==> src/rtl/ram_pkg.sv <==
// rtl/ram_pkg.sv - shared map RAM geometry, cell types and log-odds constants
package ram_pkg;

    localparam int MAP_W   = 256;
    localparam int MAP_H   = 256;
    localparam int INDEX_W = 8;
    localparam int CELL_W  = 8;
    localparam int ADDR_W  = $clog2(MAP_W * MAP_H);

    localparam int L_OCC  = 7;
    localparam int L_FREE = -3;
    localparam int L_MIN  = -64;
    localparam int L_MAX  = 63;

    typedef logic [INDEX_W-1:0]       index_t;
    typedef logic signed [CELL_W-1:0] cell_t;
    typedef logic [ADDR_W-1:0]        map_addr_t;

    typedef enum logic [1:0] {
        ST_ACTIVE,
        ST_DRAIN,
        ST_CLEAR
    } upd_state_t;

endpackage

==> src/rtl/occupancy_grid_updater_saturate.sv <==
// rtl/occupancy_grid_updater_saturate.sv - log-odds add with clamp to [L_MIN, L_MAX]
module log_odds_saturate #(
    parameter int CELL_W = 8,
    parameter int L_MIN  = -64,
    parameter int L_MAX  = 63
) (
    input  logic signed [CELL_W-1:0] old_val,
    input  logic signed [CELL_W-1:0] inc,
    output logic signed [CELL_W-1:0] new_val
);

    localparam logic signed [CELL_W:0] MIN_W = (CELL_W+1)'(L_MIN);
    localparam logic signed [CELL_W:0] MAX_W = (CELL_W+1)'(L_MAX);

    logic signed [CELL_W:0] sum;

    // One extra bit of headroom so the sum never wraps before the clamp
    always_comb begin
        sum = {old_val[CELL_W-1], old_val} + {inc[CELL_W-1], inc};
        if (sum > MAX_W) begin
            new_val = MAX_W[CELL_W-1:0];
        end else if (sum < MIN_W) begin
            new_val = MIN_W[CELL_W-1:0];
        end else begin
            new_val = sum[CELL_W-1:0];
        end
    end

endmodule

==> src/rtl/occupancy_grid_updater.sv <==
// rtl/occupancy_grid_updater.sv - pipelined log-odds read-modify-write of map RAM with whole-map clear
module occupancy_grid_updater
    import ram_pkg::*;
#(
    parameter int MAP_W  = ram_pkg::MAP_W,
    parameter int MAP_H  = ram_pkg::MAP_H,
    parameter int CELL_W = ram_pkg::CELL_W,
    parameter int L_OCC  = ram_pkg::L_OCC,
    parameter int L_FREE = ram_pkg::L_FREE,
    parameter int L_MIN  = ram_pkg::L_MIN,
    parameter int L_MAX  = ram_pkg::L_MAX,
    localparam int ADDR_W = $clog2(MAP_W * MAP_H)
) (
    input  logic              clock,
    input  logic              reset_n,
    input  logic              in_valid,
    output logic              in_ready,
    input  index_t            x_index,
    input  index_t            y_index,
    input  logic              hit,
    input  logic              last,
    input  logic              clear_req,
    output logic              clear_done,
    output logic              ray_done,
    output logic              rd_en,
    output logic [ADDR_W-1:0] rd_addr,
    input  logic [CELL_W-1:0] rd_data,
    output logic              wr_en,
    output logic [ADDR_W-1:0] wr_addr,
    output logic [CELL_W-1:0] wr_data,
    output logic [15:0]       dropped_count
);

    localparam logic [ADDR_W-1:0]        LAST_ADDR = ADDR_W'(MAP_W * MAP_H - 1);
    localparam logic signed [CELL_W-1:0] OCC_C     = CELL_W'(L_OCC);
    localparam logic signed [CELL_W-1:0] FREE_C    = CELL_W'(L_FREE);

    upd_state_t state;
    logic [ADDR_W-1:0] clr_addr;

    logic              accept;
    logic              in_bounds;
    logic [31:0]       addr_full;
    logic [ADDR_W-1:0] in_addr;

    logic              s1_valid, s1_inb, s1_hit, s1_last;
    logic [ADDR_W-1:0] s1_addr;
    logic              s2_valid, s2_inb, s2_hit, s2_last;
    logic [ADDR_W-1:0] s2_addr;

    logic              prev_wr_en;
    logic [ADDR_W-1:0] prev_wr_addr;
    logic [CELL_W-1:0] prev_wr_data;

    logic signed [CELL_W-1:0] old_val;
    logic signed [CELL_W-1:0] inc;
    logic signed [CELL_W-1:0] new_val;

    // Accept decode: bounds test and linear address of the incoming cell
    always_comb begin
        accept    = in_valid & in_ready;
        in_bounds = (int'(x_index) < MAP_W) && (int'(y_index) < MAP_H);
        addr_full = 32'(int'(y_index) * MAP_W + int'(x_index));
        in_addr   = addr_full[ADDR_W-1:0];
    end

    // Two-stage pipeline: S1 issues the read, S2 writes back; also keeps the last write for forwarding
    always_ff @(posedge clock or negedge reset_n) begin
        if (!reset_n) begin
            s1_valid      <= 1'b0;
            s1_inb        <= 1'b0;
            s1_hit        <= 1'b0;
            s1_last       <= 1'b0;
            s1_addr       <= '0;
            s2_valid      <= 1'b0;
            s2_inb        <= 1'b0;
            s2_hit        <= 1'b0;
            s2_last       <= 1'b0;
            s2_addr       <= '0;
            prev_wr_en    <= 1'b0;
            prev_wr_addr  <= '0;
            prev_wr_data  <= '0;
            dropped_count <= '0;
        end else begin
            s1_valid <= accept;
            s1_inb   <= accept & in_bounds;
            s1_hit   <= hit;
            s1_last  <= last;
            if (accept) begin
                s1_addr <= in_addr;
            end
            s2_valid     <= s1_valid;
            s2_inb       <= s1_inb;
            s2_hit       <= s1_hit;
            s2_last      <= s1_last;
            s2_addr      <= s1_addr;
            prev_wr_en   <= wr_en;
            prev_wr_addr <= wr_addr;
            prev_wr_data <= wr_data;
            if (accept && !in_bounds && dropped_count != 16'hFFFF) begin
                dropped_count <= dropped_count + 16'd1;
            end
        end
    end

    // Mode control: drain in-flight cells, then sweep the whole map with zeros
    always_ff @(posedge clock or negedge reset_n) begin
        if (!reset_n) begin
            state    <= ST_ACTIVE;
            in_ready <= 1'b1;
            clr_addr <= '0;
        end else begin
            case (state)
                ST_ACTIVE: begin
                    if (clear_req) begin
                        state    <= ST_DRAIN;
                        in_ready <= 1'b0;
                    end
                end
                ST_DRAIN: begin
                    if (!s1_valid && !s2_valid) begin
                        state    <= ST_CLEAR;
                        clr_addr <= '0;
                    end
                end
                ST_CLEAR: begin
                    if (clr_addr == LAST_ADDR) begin
                        state    <= ST_ACTIVE;
                        in_ready <= 1'b1;
                    end else begin
                        clr_addr <= clr_addr + 1'b1;
                    end
                end
                default: begin
                    state    <= ST_ACTIVE;
                    in_ready <= 1'b1;
                end
            endcase
        end
    end

    // The RAM has not yet seen a write issued one cycle earlier, so take it from the write port instead
    always_comb begin
        inc = s2_hit ? OCC_C : FREE_C;
        if (prev_wr_en && prev_wr_addr == s2_addr) begin
            old_val = prev_wr_data;
        end else begin
            old_val = rd_data;
        end
    end

    log_odds_saturate #(
        .CELL_W (CELL_W),
        .L_MIN  (L_MIN),
        .L_MAX  (L_MAX)
    ) u_sat (
        .old_val (old_val),
        .inc     (inc),
        .new_val (new_val)
    );

    // RAM port drive: clear sweep owns the write port, otherwise S2 write-back
    always_comb begin
        rd_en      = s1_valid & s1_inb;
        rd_addr    = s1_addr;
        wr_en      = 1'b0;
        wr_addr    = '0;
        wr_data    = '0;
        clear_done = 1'b0;
        ray_done   = s2_valid & s2_last;
        if (state == ST_CLEAR) begin
            wr_en      = 1'b1;
            wr_addr    = clr_addr;
            clear_done = (clr_addr == LAST_ADDR);
        end else if (s2_valid && s2_inb) begin
            wr_en   = 1'b1;
            wr_addr = s2_addr;
            wr_data = new_val;
        end
    end

endmodule

==> config.mk <==
export PLATFORM = sky130hd
export DESIGN_NAME = occupancy_grid_updater
export DESIGN_NICKNAME = d
export VERILOG_FILES = /design/src/rtl/ram_pkg.sv /design/src/rtl/occupancy_grid_updater_saturate.sv /design/src/rtl/occupancy_grid_updater.sv
export SDC_FILE = /design/constraint.sdc
export NUM_CORES = 1
export LEC_CHECK = 0
export CORE_MARGIN = 8
export CORE_UTILIZATION = 40
export CTS_CLUSTER_DIAMETER = 200
export DETAILED_ROUTE_END_ITERATION = 6
export GPL_ROUTABILITY_DRIVEN = 1
export PLACE_DENSITY = 0.66
export SKIP_CTS_REPAIR_TIMING = 1
export SLEW_MARGIN = 5
export SYNTH_ARGS = -nofsm -noshare
export SYNTH_HDL_FRONTEND = slang
export SYNTH_HIERARCHICAL = 1
export SYNTH_SLANG_ARGS = --single-unit
export TNS_END_PERCENT = 10
==> constraint.sdc <==
create_clock -name clock -period 5.5 [get_ports clock]
set_input_delay 0.825 -clock clock [delete_from_list [all_inputs] [get_ports clock]]
set_output_delay 0.825 -clock clock [all_outputs]
set_load 0.1 [all_outputs]
# --- After elaboration in Yosys (flattened, before gate mapping) ---
# Index checks and enable logic that the tools add are counted.
classes:
  mux: 21
  bitwise_logic: 3
  reduce_logical: 9
  order_cmp: 2
  eq_ne: 8
  addsub: 3
op_table:
  columns: ["op", "count"]
  rows:
  - ["2-to-1 mux 16 bit", 4]
  - ["2-to-1 mux 8 bit", 6]
  - ["one-hot mux 16 bit (2 select lines)", 1]
  - ["adder 16 x 1 -> 16 bit (second input constant)", 1]
  - ["adder 16 x 8 -> 16 bit", 1]
  - ["== test 16 bit", 1]
  - ["== test 16 bit (second input constant)", 1]
  - ["adder 8 x 8 -> 9 bit", 1]
  - ["> comparator 9 x 7 -> 1 bit (second input constant)", 1]
  - ["< comparator 9 x 7 -> 1 bit (second input constant)", 1]
  - ["AND reduction 3 bit", 3]
  - ["!= test 2 bit (second input constant)", 4]
  - ["2-to-1 mux 2 bit", 3]
  - ["one-hot mux 2 bit (3 select lines)", 1]
  - ["2-to-1 mux 1 bit", 5]
  - ["one-hot mux 1 bit (3 select lines)", 1]
  - ["AND 1 bit", 2]
  - ["== test 2 x 1 -> 1 bit (second input constant)", 1]
  - ["== test 2 bit (second input constant)", 1]
  - ["logical AND 1 bit", 2]
  - ["logical NOT 1 bit", 2]
  - ["logical NOT 2 bit", 1]
  - ["nonzero test 2 bit", 1]
  - ["NOT 1 bit", 1]
word_totals:
  elab_cells: 60
  inputBits: 30
  output_inout_bits: 61
  regBits: 82

# --- Longest topological paths before layout ---
# Gate-level depths: netlist (run 1).
logic_depth:
  ltp_word: 9
  ltp_mapped: 13
  ltp_nobuf: 13

# --- Modules after synthesis ---
# The synthesis (run 1) kept the hierarchy.
modules_own_cells:
  columns: ["module", "cells_per_inst", "area_each_um2", "n_inst"]
  rows:
  - ["occupancy_grid_updater", 302, 3488.3, 1]
  - ["log_odds_saturate", 62, 475.5, 1]

# --- Worst setup path before layout (run 1) ---
# Ideal clock, no wire load.
synth_timing:
  kind: "register to output"
  from: "register s2_addr[0]"
  to: "output wr_data[4]"
  required_time_ns: 4.675
  path_slack_ns: 0.825
  path_buffers: 0
  path_stages_with_launch: 13
  arrival_time_ns: 3.850
  path_cell_list: "dfrtp_1 xor2_1 nor4_1 nand4_1 mux2_2 ha_1 fa_1 a21oi_1 a211oi_1 o211a_1 a211o_1 a211oi_1 and3_1"
synth_via:
  elab_chain_cells: 9
  elab_cells_between_ends: 10
  classes_between: "add/sub (1); order compare (2); eq/ne (1); mux (5); reduce/logical (1)"
synth_rtl:
  columns: ["item", "line", "text"]
  rows:
  - ["start, declared", "occupancy_grid_updater.sv:49", "logic [ADDR_W-1:0] s2_addr;"]
  - ["start signal, assigned", "occupancy_grid_updater.sv:96", "s2_addr <= s1_addr;"]
  - ["== test 16 bit (*)", "occupancy_grid_updater.sv:145", "if (prev_wr_en && prev_wr_addr == s2_addr) begin"]
  - ["logical AND 1 bit (*)", "occupancy_grid_updater.sv:145", null]
  - ["2-to-1 mux 8 bit (*)", "occupancy_grid_updater.sv:145", null]
  - ["via old_val[0]", "occupancy_grid_updater.sv:55", "logic signed [CELL_W-1:0] old_val;"]
  - ["adder 8 x 8 -> 9 bit (*)", "occupancy_grid_updater_saturate.sv:19", "sum = {old_val[CELL_W-1], old_val} + {inc[CELL_W-1], inc};"]
  - ["< comparator 9 x 7 -> 1 bit", "occupancy_grid_updater_saturate.sv:22", "end else if (sum < MIN_W) begin"]
  - ["2-to-1 mux 8 bit", "occupancy_grid_updater_saturate.sv:22", null]
  - ["2-to-1 mux 8 bit (*)", "occupancy_grid_updater_saturate.sv:20", "if (sum > MAX_W) begin"]
  - ["via new_val[4]", "occupancy_grid_updater.sv:57", "logic signed [CELL_W-1:0] new_val;"]
  - ["2-to-1 mux 8 bit (*)", "occupancy_grid_updater.sv:175", "end else if (s2_valid && s2_inb) begin"]
  - ["2-to-1 mux 8 bit (*)", "occupancy_grid_updater.sv:171", "if (state == ST_CLEAR) begin"]
  - ["end, declared", "occupancy_grid_updater.sv:30", "output logic [CELL_W-1:0] wr_data,"]
# Mark *: on every way through the listed nets, which the timed path passes. The rest lies on a longest branch.

# --- Worst setup path in the final report (run 1) ---
layout_timing:
  from: "register s2_addr[3]"
  to: "output wr_data[3]"
# Same word-level chain as after synthesis.

==> results of run 1 <==
## through the flow
| step | hold WS [ns] | setup slack [ns] | util (%) |
|---|---|---|---|
| 2_1_floorplan | 0.331 | 0.825 | - |
| 3_3_place_gp | 0.334 | 0.782 | 49.1 |
| 3_5_place_dp | 0.338 | 0.711 | 49.1 |
| 4_1_cts | 0.359 | 0.326 | 51.0 |
| 5_1_grt | 0.362 | 0.0547 | 51.0 |
| 6_report | 0.356 | 0.335 | 51.0 |
## power by group through the flow
stage	logic, mW	registers, mW	clock network, mW
3_5_place_dp	0.145	0.617	0
2_1_floorplan	0.110	0.616	0
4_1_cts	0.145	0.605	0.424
5_1_grt	0.158	0.605	0.447
6_report	0.146	0.605	0.414
3_3_place_gp	0.143	0.617	0
## area by class of cell
type | count | area, µm² | share of cell area (%)
Sequential cell | 82 | 2050 | 41.5
Multi-Input combinational cell | 261 | 1750 | 35.3
Timing Repair Buffer | 77 | 766 | 15.5
Tap cell | 133 | 166 | 3.37
Clock buffer | 10 | 138 | 2.78
Clock inverter | 6 | 48.8 | 0.987
Inverter | 7 | 26.3 | 0.532
## cell families after synthesis
kind of cell	after synthesis	share of synthesized area, %
other	2	0.189
adders and majority gates	10	3.35
buffers and inverters	37	5.68
DFF	82	51.8
AOI/OAI and AO/OA	56	9.25
xor gates and xnor gates	20	4.42
muxes	31	8.62
and+or+nand+nor	126	16.7
## synth_stat cells (9+ instances only)
cell type / n
a21oi_1: 13
and3_1: 9
buf_4: 17
clkbuf_1: 9
dfrtp_1: 81
ha_1: 9
mux2_2: 25
nand2_1: 51
nand3_1: 24
nand4_1: 12
o21ai_0: 9
xnor2_1: 15
## critical path: stages, from the launching register on
cell and delay, ns:
dfrtp_1 0.41, xnor2_1 0.16, nand4_1 0.12, nor3_1 0.27
nand4_1 0.26, mux2_2 0.34, ha_1 0.23, fa_1 0.43
a21o_1 0.25, a221oi_2 0.35, nand2_1 0.11, a221oi_2 0.48
o31ai_1 0.14, and3_1 0.20, buf_4 0.24
## worst paths after layout
| kind | to | slack (ns) | depth (start not counted) |
|---|---|---|---|
| max reg2reg | prev_wr_data[5] | 1.61 | 13 |
| min reg2reg | s2_last | 0.36 | 0 |
| max | wr_data[3] | 0.34 | 14 |
| min | s2_last | 0.36 | 0 |
| min in group asynchronous | rd_addr[4] | 0.61 | 1 |
| max in group asynchronous | prev_wr_addr[1] | 4.17 | 1 |
## routing by layer
layer	track usage (%)	wire length (µm)	vias up	share of wire, %
met1	19.6	4480	1454	47
met3	4.79	862	8	9.1
li1	-	-	1412	-
met2	20.9	4090	94	43
met4	4.47	91	0	0.96
met5	0	0	-	0
## state kept, by name, summed over array words and instances, names as in the netlist
signal,count
clr_addr,16
prev_wr_addr,16
rd_addr,16
s2_addr,16
prev_wr_data,8
state,2
in_ready,1
prev_wr_en,1
s1_hit,1
s1_inb,1
s1_last,1
s2_hit,1
s2_inb,1
s2_last,1
==> qor.yml, run 1 <==
hold_start: "s1_last"
synth_edf_count: 0
layout_common_cells: "dfrtp_1 (81), clkdlybuf4s50_1 (65), nand2_1 (51)"
finalCritPeriodShare_pct: 93.9
num_antenna_cells: 0
gp_congestion: 0.893
hold_violations: 0
critPathLaunch: "s2_addr[3]"
power_frac_seq_pct: 51.9
endpoint_kind: "output port"
drive_gt1_share_pct: 15.3
rsz0062_at_grt: "no"
gr-usage-all-layers_pct: 14.4
relSlewSlack_pct: 30.3
die_w_um: 116
dpl.cell_count: 560
coreArea_um2: 9680
synthArstFlopShare_pct: 100
design.portCount: 91
final_common_cell: "dfrtp_1"
cp-start-kind: "flip-flop"
synth.top_cell.area_share_pct: 51.1
internal-power_mw: 0.830
wl_um: 9520
yosysUniqueCellTypes: 53
synthCells: 364
drt_iter0_drc: 168
critPathRequiredTime_ns: 4.68
crit_type: "reg -> out"
power_density_nw_per_um2: 236
final_cells: 576
cap_violations: 0
drc: 0
io_buffers: 74
drv_slew: 0
clock_path_buffers: 2
initial_utilization_pct: 40.9
max_clock_freq_ghz: 0.194
netSwitchingFraction_pct: 28.7
grt_pass1_vias: 2963
ant_nets: 0
run_status: "finished, final reports clean"
dr_total_vias: 2968
crit_arrival_ns: 4.34
fin_worst_skew_ns: 0.0130
area_growth_pct: 24.7
cts-buffers-inserted: 9
final_cell_area_um2: 4940
switching_power_mw: 0.335
tightest_slew_ns: 1.04
yosys-top-cells-area: "dfrtp_1 (51%), mux2_2 (7.1%), nand2_1 (4.8%)"
syn_area_per_cell_um2: 10.9
wire_per_inst_um: 16.5
yosysSeqAreaShare_pct: 51.8
finalPower_mw: 1.17
cts_tree: "yes"
row_count: 36
ys_ff_latch: 82
synth_top_area_cell: "dfrtp_1"
cts_root_buf: "clkbuf_8"
die_area_um2: 13400
first_pass_iters: 4
synth_flop_cell: "dfrtp_1"
nets: 478
clk_latency_ns: 0.35
fillers: 883
htreeDepth: 3
post_drt_via_cell_ratio: 5.15
dpl_cell_area_um2: 4760
grt_pass1_wl_um: 15100
grt_overflow: 0
r2r-start: "s2_addr[3]"
vdd_drop_max_mv: 0.144
dp_hpwl_um: 6820
p_leak_nw: 2.32
period_needed_ns: 5.16
clk_pin_slew_ns: 0.09
setup_viol: 0
grt_start_max_net_pins: 83
antenna_found_initial: 0
netlist_area_um2: 3960
die_height_um: 116
pwr-share-comb_pct: 12.5
cts_sinks: 82
finalSetupTns_ns: 0
p_clk_share_pct: 35.6
hp-class: "reg -> reg"
crit_fanout: 6
ys_warn_count: 6
Note: power is estimated with default switching activity, not from simulation.
==> run 2, diff against run 1 <==
Settings changed: CAP_MARGIN set to 20.
==> run 2 against run 1 <==
  * Global-route usage unchanged
  * Register-to-register slack about the same
  * Via count up 0.24%
  * Largest power group unchanged
  * Clock skew up 0.0014 ns
  * Fmax down 0.19%
  * Critical path type unchanged
  * Clock power about the same
  * Die area unchanged
==> qor.yml, run 2 (synthesis gave the netlist of run 1 again) <==
run_status: "finished, final reports clean"
path_cells: "xnor2_1 -> nand4_1 -> nor3_1 -> nand4_1 -> mux2_2 -> ha_1 -> fa_1 -> a21o_1 -> a221oi_2 -> nand2_1 -> a221oi_2 -> o31ai_1 -> and3_1 -> buf_4"
hold_ws_ns: 0.344
internal-power_mw: 0.832
cts_sinks: 82
cap_violations: 0
post_drt_via_cell_ratio: 5.16
grt_pass1_vias: 2963
coreArea_um2: 9680
grt_start_max_net_pins: 83
dpl.cell_count: 560
first_pass_iters: 4
final_cells: 577
period_needed_ns: 5.17
drt_iter0_drc: 160
finalSetupTns_ns: 0
crit_fanout: 6
fin_worst_skew_ns: 0.0145
endpoint_kind: "output port"
rrSetupSlack_ns: 1.60
cts-buffers-inserted: 9
critPathBufInv: 1
netSwitchingFraction_pct: 28.7
critPathMaxStageDelay_ns: 0.49
gp_congestion: 0.893
tightest_slew_ns: 1.02
r2r-end: "prev_wr_data[5]"
dp_hpwl_um: 6820
power_frac_seq_pct: 51.8
reg2regPathDepth: 13
cts_tree: "yes"
relSlewSlack_pct: 31.7
antenna_found_initial: 0
critPathLaunch: "s2_addr[12]"
die_w_um: 116
hp-class: "in -> async"
design.portCount: 91
switching_power_mw: 0.334
crit_type: "reg -> out"
rsz0062_at_grt: "no"
drv_slew: 0
die_height_um: 116
htreeDepth: 3
cp_slowest_cell: "a221oi_2"
final_common_cell: "dfrtp_1"
clk_pin_slew_ns: 0.09
p_leak_nw: 2.34
nets: 479
hold_violations: 0
drc: 0
grt_pass1_wl_um: 15100
setup_viol: 0
num_antenna_cells: 0
finalCritPeriodShare_pct: 94.1
crit_arrival_ns: 4.35
area_growth_pct: 25.4
drive_gt1_share_pct: 15.5
max_clock_freq_ghz: 0.193
die_area_um2: 13400
crit_family: "compound AO/OA/AOI/OAI gates"
clk_latency_ns: 0.35
power_density_nw_per_um2: 235
cp-start-kind: "flip-flop"
gr-usage-all-layers_pct: 14.4
r2r-start: "s2_addr[12]"
initial_utilization_pct: 40.9
wire_per_inst_um: 16.4
cts_root_buf: "clkbuf_8"
io_buffers: 74
dr_total_vias: 2975
p_clk_share_pct: 35.5
clock_path_buffers: 2
vdd_drop_max_mv: 0.120
row_count: 36
wl_um: 9480
layout_common_cells: "dfrtp_1 (81), clkdlybuf4s50_1 (65), nand2_1 (51)"
ant_nets: 0
grt_overflow: 0
pwr-share-comb_pct: 12.7
critPathRequiredTime_ns: 4.68
==> run 2: changes by cell type in the layout (fill, tap and decap cells not counted), sizes merged <==
cell,before,now
buf,12,13
==> run 2: routing by layer <==
metal	global-route usage [%]	vias up	share of wire, %
met5	0	-	0
met4	4.47	0	0.96
met3	4.79	8	9.9
met2	20.9	113	43
met1	19.6	1443	46
li1	-	1411	-
==> run 2: per-stage QoR <==
stage	power (mW)	cell area, µm²	worst slack [ns]	util (%)
4_1_cts	1.17	4940	0.326	51.0
3_3_place_gp	0.760	4760	0.782	49.1
5_1_grt	1.21	4970	0.0547	51.3
6_report	1.17	4970	0.325	51.3
2_1_floorplan	0.726	4020	0.825	-
3_5_place_dp	0.761	4760	0.711	49.1
==> run 2: area by class of cell <==
| cell class | instances | area (µm²) |
|---|---|---|
| Multi-Input combinational cell | 261 | 1750 |
| Tap cell | 133 | 166 |
| Sequential cell | 82 | 2050 |
| Clock buffer | 10 | 138 |
| Fill cell | 881 | 4710 |
| Timing Repair Buffer | 78 | 793 |
| Inverter | 7 | 26.3 |
| Clock inverter | 6 | 48.8 |
==> run 2: worst max path at each step <==
stage | end | slack, ns | depth (start not counted)
finish | wr_data[3] | 0.33 | 14
global route | wr_data[2] | 0.05 | 14
CTS | wr_data[2] | 0.33 | 14
detailed placement | wr_data[2] | 0.71 | 14
global placement | wr_data[0] | 0.78 | 11
floorplan | wr_data[4] | 0.83 | 12
==> run 2: worst register-to-register path: stages, from the launching register on <==
cell and delay [ns]:
dfrtp_1 0.40, xnor2_1 0.16, nand4_1 0.13, nor3_1 0.27, nand4_1 0.26, mux2_2 0.34, ha_1 0.23, fa_1 0.43
a21o_1 0.25, a221oi_2 0.34, nand2_1 0.11, a221oi_2 0.49, a211oi_1 0.11, and3_1 0.24
==> run 2: power by group through the flow <==
stage / clock, mW / combinational, mW / sequential (mW)
final: 0.414 / 0.148 / 0.605
after floorplan: 0 / 0.110 / 0.616
after global placement: 0 / 0.143 / 0.617
after global routing: 0.447 / 0.161 / 0.605
after detailed placement: 0 / 0.145 / 0.617
after CTS: 0.424 / 0.145 / 0.605
==> run 3, diff against run 2 <==
Settings changed: CAP_MARGIN 20 to 10, GPL_ROUTABILITY_DRIVEN 1 to not set.
==> results of run 3 <==
No change in the layout: final DEF, timing and power equal those of run 1.
